[config.mk]
export PLATFORM = sky130hd
export DESIGN_NAME = pipe_stage_reg
export DESIGN_NICKNAME = d
export VERILOG_FILES = /design/src/rtl/pipe_stage_reg_pkg.sv /design/src/rtl/pipe_stage_reg.sv
export SDC_FILE = /design/constraint.sdc
export NUM_CORES = 1
export LEC_CHECK = 0
export CORE_MARGIN = 1
export CORE_UTILIZATION = 56
export DETAILED_ROUTE_END_ITERATION = 7
export PLACE_DENSITY = 0.85
export SLEW_MARGIN = 20
export SYNTH_ARGS = -nofsm -noshare
export SYNTH_HDL_FRONTEND = slang
export SYNTH_SLANG_ARGS = --single-unit
[constraint.sdc]
create_clock -name clk -period 4.3 [get_ports clk]
set_clock_uncertainty 0.15 [all_clocks]
set_input_delay 1.29 -clock clk [delete_from_list [all_inputs] [get_ports clk]]
set_output_delay 1.29 -clock clk [all_outputs]
set_load 0.1 [all_outputs]
[src/rtl/pipe_stage_reg_pkg.sv]
// ----------------------------------------------------------------------------
// pipe_stage_reg_pkg -- shared widths and state encoding for pipe_stage_reg
// Rev 1.0
// ----------------------------------------------------------------------------
`default_nettype none

package pipe_stage_reg_pkg;

  localparam int unsigned WORD = 32;

  // Encoding equals the number of held entries, so occupancy is the state itself
  typedef enum logic [1:0] {
    PS_EMPTY = 2'd0,
    PS_FULL  = 2'd1,
    PS_SKID  = 2'd2
  } ps_state_e;

endpackage

`default_nettype wire

[src/rtl/pipe_stage_reg.sv]
// ----------------------------------------------------------------------------
// pipe_stage_reg -- valid/ready pipeline register with optional skid entry and flush
// Rev 1.0
// ----------------------------------------------------------------------------
`default_nettype none

module pipe_stage_reg
  import pipe_stage_reg_pkg::*;
#(
  parameter int unsigned      WIDTH     = WORD,
  parameter logic [WIDTH-1:0] RESET_VAL = '0,
  parameter bit               SKID      = 1'b1
) (
  input  logic             clk,
  input  logic             reset,
  input  logic             flush,
  input  logic             in_valid,
  output logic             in_ready,
  input  logic [WIDTH-1:0] in_data,
  output logic             out_valid,
  input  logic             out_ready,
  output logic [WIDTH-1:0] out_data,
  output logic [1:0]       occupancy
);

  ps_state_e        r_state;
  ps_state_e        w_state_nxt;
  logic [WIDTH-1:0] r_main;
  logic [WIDTH-1:0] w_skid_data;
  logic             w_accept;
  logic             w_consume;
  logic             w_load_in;
  logic             w_pop_skid;
  logic             w_load_skid;

  assign w_accept  = in_valid & in_ready;
  assign w_consume = out_valid & out_ready;
  assign out_valid = (r_state != PS_EMPTY);
  assign out_data  = r_main;
  assign occupancy = r_state;

  always_comb begin
    w_state_nxt = r_state;
    w_load_in   = 1'b0;
    w_pop_skid  = 1'b0;
    w_load_skid = 1'b0;
    if (flush) begin
      w_state_nxt = PS_EMPTY;
    end else begin
      case (r_state)
        PS_EMPTY: begin
          if (w_accept) begin
            w_state_nxt = PS_FULL;
            w_load_in   = 1'b1;
          end
        end
        PS_FULL: begin
          if (w_accept && w_consume) begin
            w_load_in = 1'b1;
          end else if (w_accept) begin
            w_state_nxt = PS_SKID;
            w_load_skid = 1'b1;
          end else if (w_consume) begin
            w_state_nxt = PS_EMPTY;
          end
        end
        PS_SKID: begin
          if (w_consume) begin
            w_state_nxt = PS_FULL;
            w_pop_skid  = 1'b1;
          end
        end
        default: w_state_nxt = PS_EMPTY;
      endcase
    end
  end

  // Main entry only changes on load, skid pop or flush: stable while stalled
  always_ff @(posedge clk or posedge reset) begin
    if (reset) begin
      r_state <= PS_EMPTY;
      r_main  <= RESET_VAL;
    end else begin
      r_state <= w_state_nxt;
      if (flush) begin
        r_main <= RESET_VAL;
      end else if (w_load_in) begin
        r_main <= in_data;
      end else if (w_pop_skid) begin
        r_main <= w_skid_data;
      end
    end
  end

  generate
    if (SKID) begin : g_skid
      logic [WIDTH-1:0] r_skid;
      logic             r_in_ready;

      always_ff @(posedge clk or posedge reset) begin
        if (reset) begin
          r_skid     <= RESET_VAL;
          r_in_ready <= 1'b1;
        end else begin
          r_in_ready <= (w_state_nxt != PS_SKID);
          if (flush) begin
            r_skid <= RESET_VAL;
          end else if (w_load_skid) begin
            r_skid <= in_data;
          end
        end
      end

      assign w_skid_data = r_skid;
      assign in_ready    = r_in_ready;
    end else begin : g_single
      // Without a skid slot the FULL state can only reload when the consumer drains it
      assign w_skid_data = r_main;
      assign in_ready    = (r_state == PS_EMPTY) | out_ready;
    end
  endgenerate

endmodule

`default_nettype wire

# [Word level (Yosys, flattened, before mapping)]
# Cells that the tools add are included.
[word_totals] regBits=67 latchBits=0 ram_bits=0 mem_bits_ro=0 inputBits=37 out_inout_bits=36 mem_count=0
[op_classes] add_sub_neg=0 n_mul=0 div_mod_pow=0 n_lt_le_gt_ge=0 eq_ne=3 shifts=0 muxes=22 n_bitwise=2 n_reduce_logical=5
[ops] op="$mux 32" count=5
[ops] op="$mux 2" count=6
[ops] op="$mux 1" count=9
[ops] op="$pmux 2 s3" count=1
[ops] op="$reduce_bool 2->1" count=2
[ops] op="$reduce_bool 3->1" count=1
[ops] op="$and 1x1->1" count=2
[ops] op="$eq 2x1->1 const B" count=1
[ops] op="$eq 2x2->1 const B" count=1
[ops] op="$logic_not 2->1" count=1
[ops] op="$ne 2x2->1 const B" count=1
[ops] op="$pmux 1 s2" count=1
[ops] op="$logic_and 1x1->1" count=1

# [Logic depth before layout (Yosys ltp)]
[depth] depth_word=8 ltp_mapped=5 ltp_nobuf=3

# [Worst setup path before layout]
# Ideal clock, no wire load.
[synth_path] path_type="reg-to-output" start="reg r_state[0], in the netlist occupancy[0]" end="out out_valid" t_arrival_ns=1.808 required_ns=2.860 setup_slack_ns=1.052 path_stages_with_launch=3 n_path_buf=1 path_cell_list="dfrtp_1 clkbuf_1 or2_2"
[synth_between] elab_chain_len=1
[synth_lines] item="from (decl)" line_no="pipe_stage_reg.sv:26" rtl="ps_state_e r_state;"
[synth_lines] item="from (signal assigned)" line_no="pipe_stage_reg.sv:84" rtl="r_state <= w_state_nxt;"
[synth_lines] item="$reduce_bool 2->1" line_no="pipe_stage_reg.sv:38" rtl="assign out_valid = (r_state != PS_EMPTY);"
[synth_lines] item="to (decl)" line_no="pipe_stage_reg.sv:20" rtl="output logic out_valid,"
# No other way between the ends.

# [Worst setup path in the final report]
[layout_path] start="reg r_main[10], in the netlist out_data[10]" end="out out_data[10]"
[layout_lines] item="from (decl)" line_no="pipe_stage_reg.sv:28" rtl="logic [WIDTH-1:0] r_main;"
[layout_lines] item="from (signal assigned)" line_no="pipe_stage_reg.sv:88" rtl="r_main <= in_data;"
[layout_lines] item="from (signal assigned)" line_no="pipe_stage_reg.sv:90" rtl="r_main <= w_skid_data;"
[layout_lines] item="to (decl)" line_no="pipe_stage_reg.sv:22" rtl="output logic [WIDTH-1:0] out_data,"
# No word-level cell between the ends.

==> flow_summary_export.csv <==
group,metric,value,unit
run_status,outcome,"finished with violations",
run_status,violations,"design-rule violations",
global_routing,grt_overflow_total,0,
logic_synthesis,syn-instance-count,310,
clock_network,holdBufCountCts,0,
timing,slew-limit-headroom,33.1,%
setup_path,crit_required,2.86,ns
worst_hold_path,min_from,"g_skid.r_skid[15]",
setup_path,path_buf_inv,1,
clock_network,cts-buffers-inserted,9,
timing,worst_slack,0.941,ns
clock_network,clk_pin_slew_worst_paths,0.07,ns
logic_synthesis,synth_cell_type_count,32,
cells_and_area,layout_common_cells,"clkdlybuf4s50_1, dfrtp_1, nor3_1, a22o_1, inv_1",
cells_and_area,syn2layout_area_growth,23.7,%
worst_hold_path,hold_depth,1,
pwr,p_clk_share,30.1,%
cells_and_area,fin_cells,452,
placed_design,io_buffers,72,
worst_hold_path,hp-class,"register to register",
pwr,p_sw,687,µW
clock_network,cts_tree,"done",
timing,worst_slew_pin_slew,1.00,ns
timing,hold_violations,0,
clock_network,clk_latency,0.34,ns
placed_design,place_congestion,0.765,
placed_design,dpl.cell_count,436,
clock_network,clock-sinks,67,
logic_synthesis,netlist_area,3750,µm²
setup_path,cp_num_cells,1,
routing,drt_pass1_iterations,6,
die,core_area,6420,µm²
routing,wire_per_inst,20.8,µm
logic_synthesis,ys_ff_latch,67,
placed_design,dp_hpwl,5720,µm
pwr,seqPwrFrac,39.2,%
cells_and_area,nNetsFinal,407,
global_routing,antenna_found_initial,0,
logic_synthesis,synth_fp_nets,347,
pwr,max-vdd-ir-drop,229,µV
global_routing,grt_max_degree,39,
setup_path,timing.critical_path.from,"out_data[10]",
global_routing,grt_pass1_vias,3110,
timing,setup_violations,0,
setup_path,cp.arrival,1.92,ns
routing,totalWireLength,9420,µm
clock_network,cts_root_buf,"clkbuf_8",
logic_synthesis,synthFlopType,"dfrtp_1",
cells_and_area,stdcell_area,4640,µm²
setup_path,cp_top_family,"buffers and inverters",
routing,antenna_left,0,
timing,setup_tns,0,ns
setup_path,slowest_stage,"clkdlybuf4s50_1",
routing,vias_per_cell,6.50,
clock_network,postCtsSetupBuffers,0,
clock_network,cts_resized,0,
die,fp.dieH,83.9,µm
pwr,comb_power_share,30.7,%
placed_design,place_area,4440,µm²
timing,fin_hold_ws,0.354,ns
die,die_area,7040,µm²
setup_path,rrSetupSlack,1.97,ns
setup_path,worst-path-max-fanout,3,
global_routing,grt_first_pass_wirelength,15900,µm
setup_path,start_kind,"register",
setup_path,endpoint_kind,"output pin",
pwr,swShare,38.3,%
setup_path,critPathKind,"register to output pin",
setup_path,reg2reg_depth,5,
pwr,p_leak,0.00200,µW
timing,finalCritPeriodShare,78.1,%
logic_synthesis,ys_warn_count,0,
cells_and_area,final_common_cell,"clkdlybuf4s50_1",
global_routing,grt_usage,28.8,%
logic_synthesis,seq_area_frac_synth,44.7,%
pwr,intPower,1110,µW
timing,timing.fmax,0.298,GHz
timing,drv_slew,0,
setup_path,r2r_start,"occupancy[0]",
timing,period_needed,3.36,ns
logic_synthesis,synthArstFlopShare,100,%
die,rows,29,
run,max_cap_viol_count,0,
die,fp.dieW,83.9,µm
setup_path,slowest_delay,1.16,ns
routing,drc,10,
routing,drtIter0Drc,290,
pwr,power.density,386,nW/µm²
die,num_io_pins,73,
logic_synthesis,avgSynthCellArea,12.1,µm²
timing,grt_setup_unrepaired,"false",
cells_and_area,antennaDiodeCount,0,
clock_network,cts_buffer_depth,2,
logic_synthesis,synth_edf_count,0,
placed_design,place_ws,0.874,ns
cells_and_area,layout-drive-gt1-share,27.5,%
routing,vias,2940,
setup_path,crit_chain,"clkdlybuf4s50_1",
clock_network,h-tree-depth,3,
die,start_util,58.5,%
[worst paths after layout]
check	to
worst max-delay path	out_data[10]
worst max register to register	out_data[13]
min in group asynchronous	g_skid.r_skid[21]
worst min register to register	g_skid.r_skid[15]
max in group asynchronous	out_data[14]
worst min-delay path	g_skid.r_skid[15]
[layout make-up]
type / instances / area, µm²
Clock inverter: 6 / 65.1
Tap cell: 77 / 96.3
Timing Repair Buffer: 82 / 806
Inverter: 34 / 128
Multi-Input combinational cell: 176 / 1730
Sequential cell: 67 / 1680
Clock buffer: 10 / 138
Fill cell: 465 / 1780
[stage by stage]
stage                     utilization [%]  total power [µW]
after floorplan                         -              1130
after global placement               69.2              1260
after detailed placement             69.2              1270
after CTS                            72.3              1800
after global routing                 72.3              1860
final                                72.3              1790
[routing by layer]
metal / GRT usage (%) / share of wire, % / vias up
met4: 12.7 / 1.8 / 0
met5: 0 / 0 / -
li1: - / - / 1311
met2: 45.7 / 50 / 83
met1: 39.1 / 45 / 1529
met3: 4.75 / 3.7 / 17
[flip-flops by register name (all words and copies together) (netlist names)]
name,flops
g_skid.r_skid,32
in_ready,1
occupancy,2
out_data,32
[Yosys cell counts, drive strengths merged, types with 2 or more instances]
cell type	instances	area, µm²
clkbuf	9	37.5
a21oi	2	13.8
dfrtp	66	1650
nor3	34	175
nand2b	2	20.0
a22o	32	280
inv	34	128
a2111oi	32	474
a211oi	32	380
buf	24	196
and3b	33	294
[power groups by stage]
| stage | sequential [µW] | combinational (µW) | clock (µW) |
|---|---|---|---|
| after floorplan | 933 | 192 | 0 |
| after global placement | 712 | 543 | 0 |
| after detailed placement | 715 | 551 | 0 |
| after CTS | 703 | 552 | 540 |
| after global routing | 708 | 574 | 574 |
| final | 703 | 551 | 539 |
[logic make-up after synthesis]
family / synth area share (%)
muxes: 0.267
and+or+nand+nor: 13.8
DFF: 44.7
xor gates and xnor gates: 0.233
buffers and inverters: 9.63
AOI/OAI and AO/OA: 31.4
No activity file was read; power rests on OpenSTA's default activity.
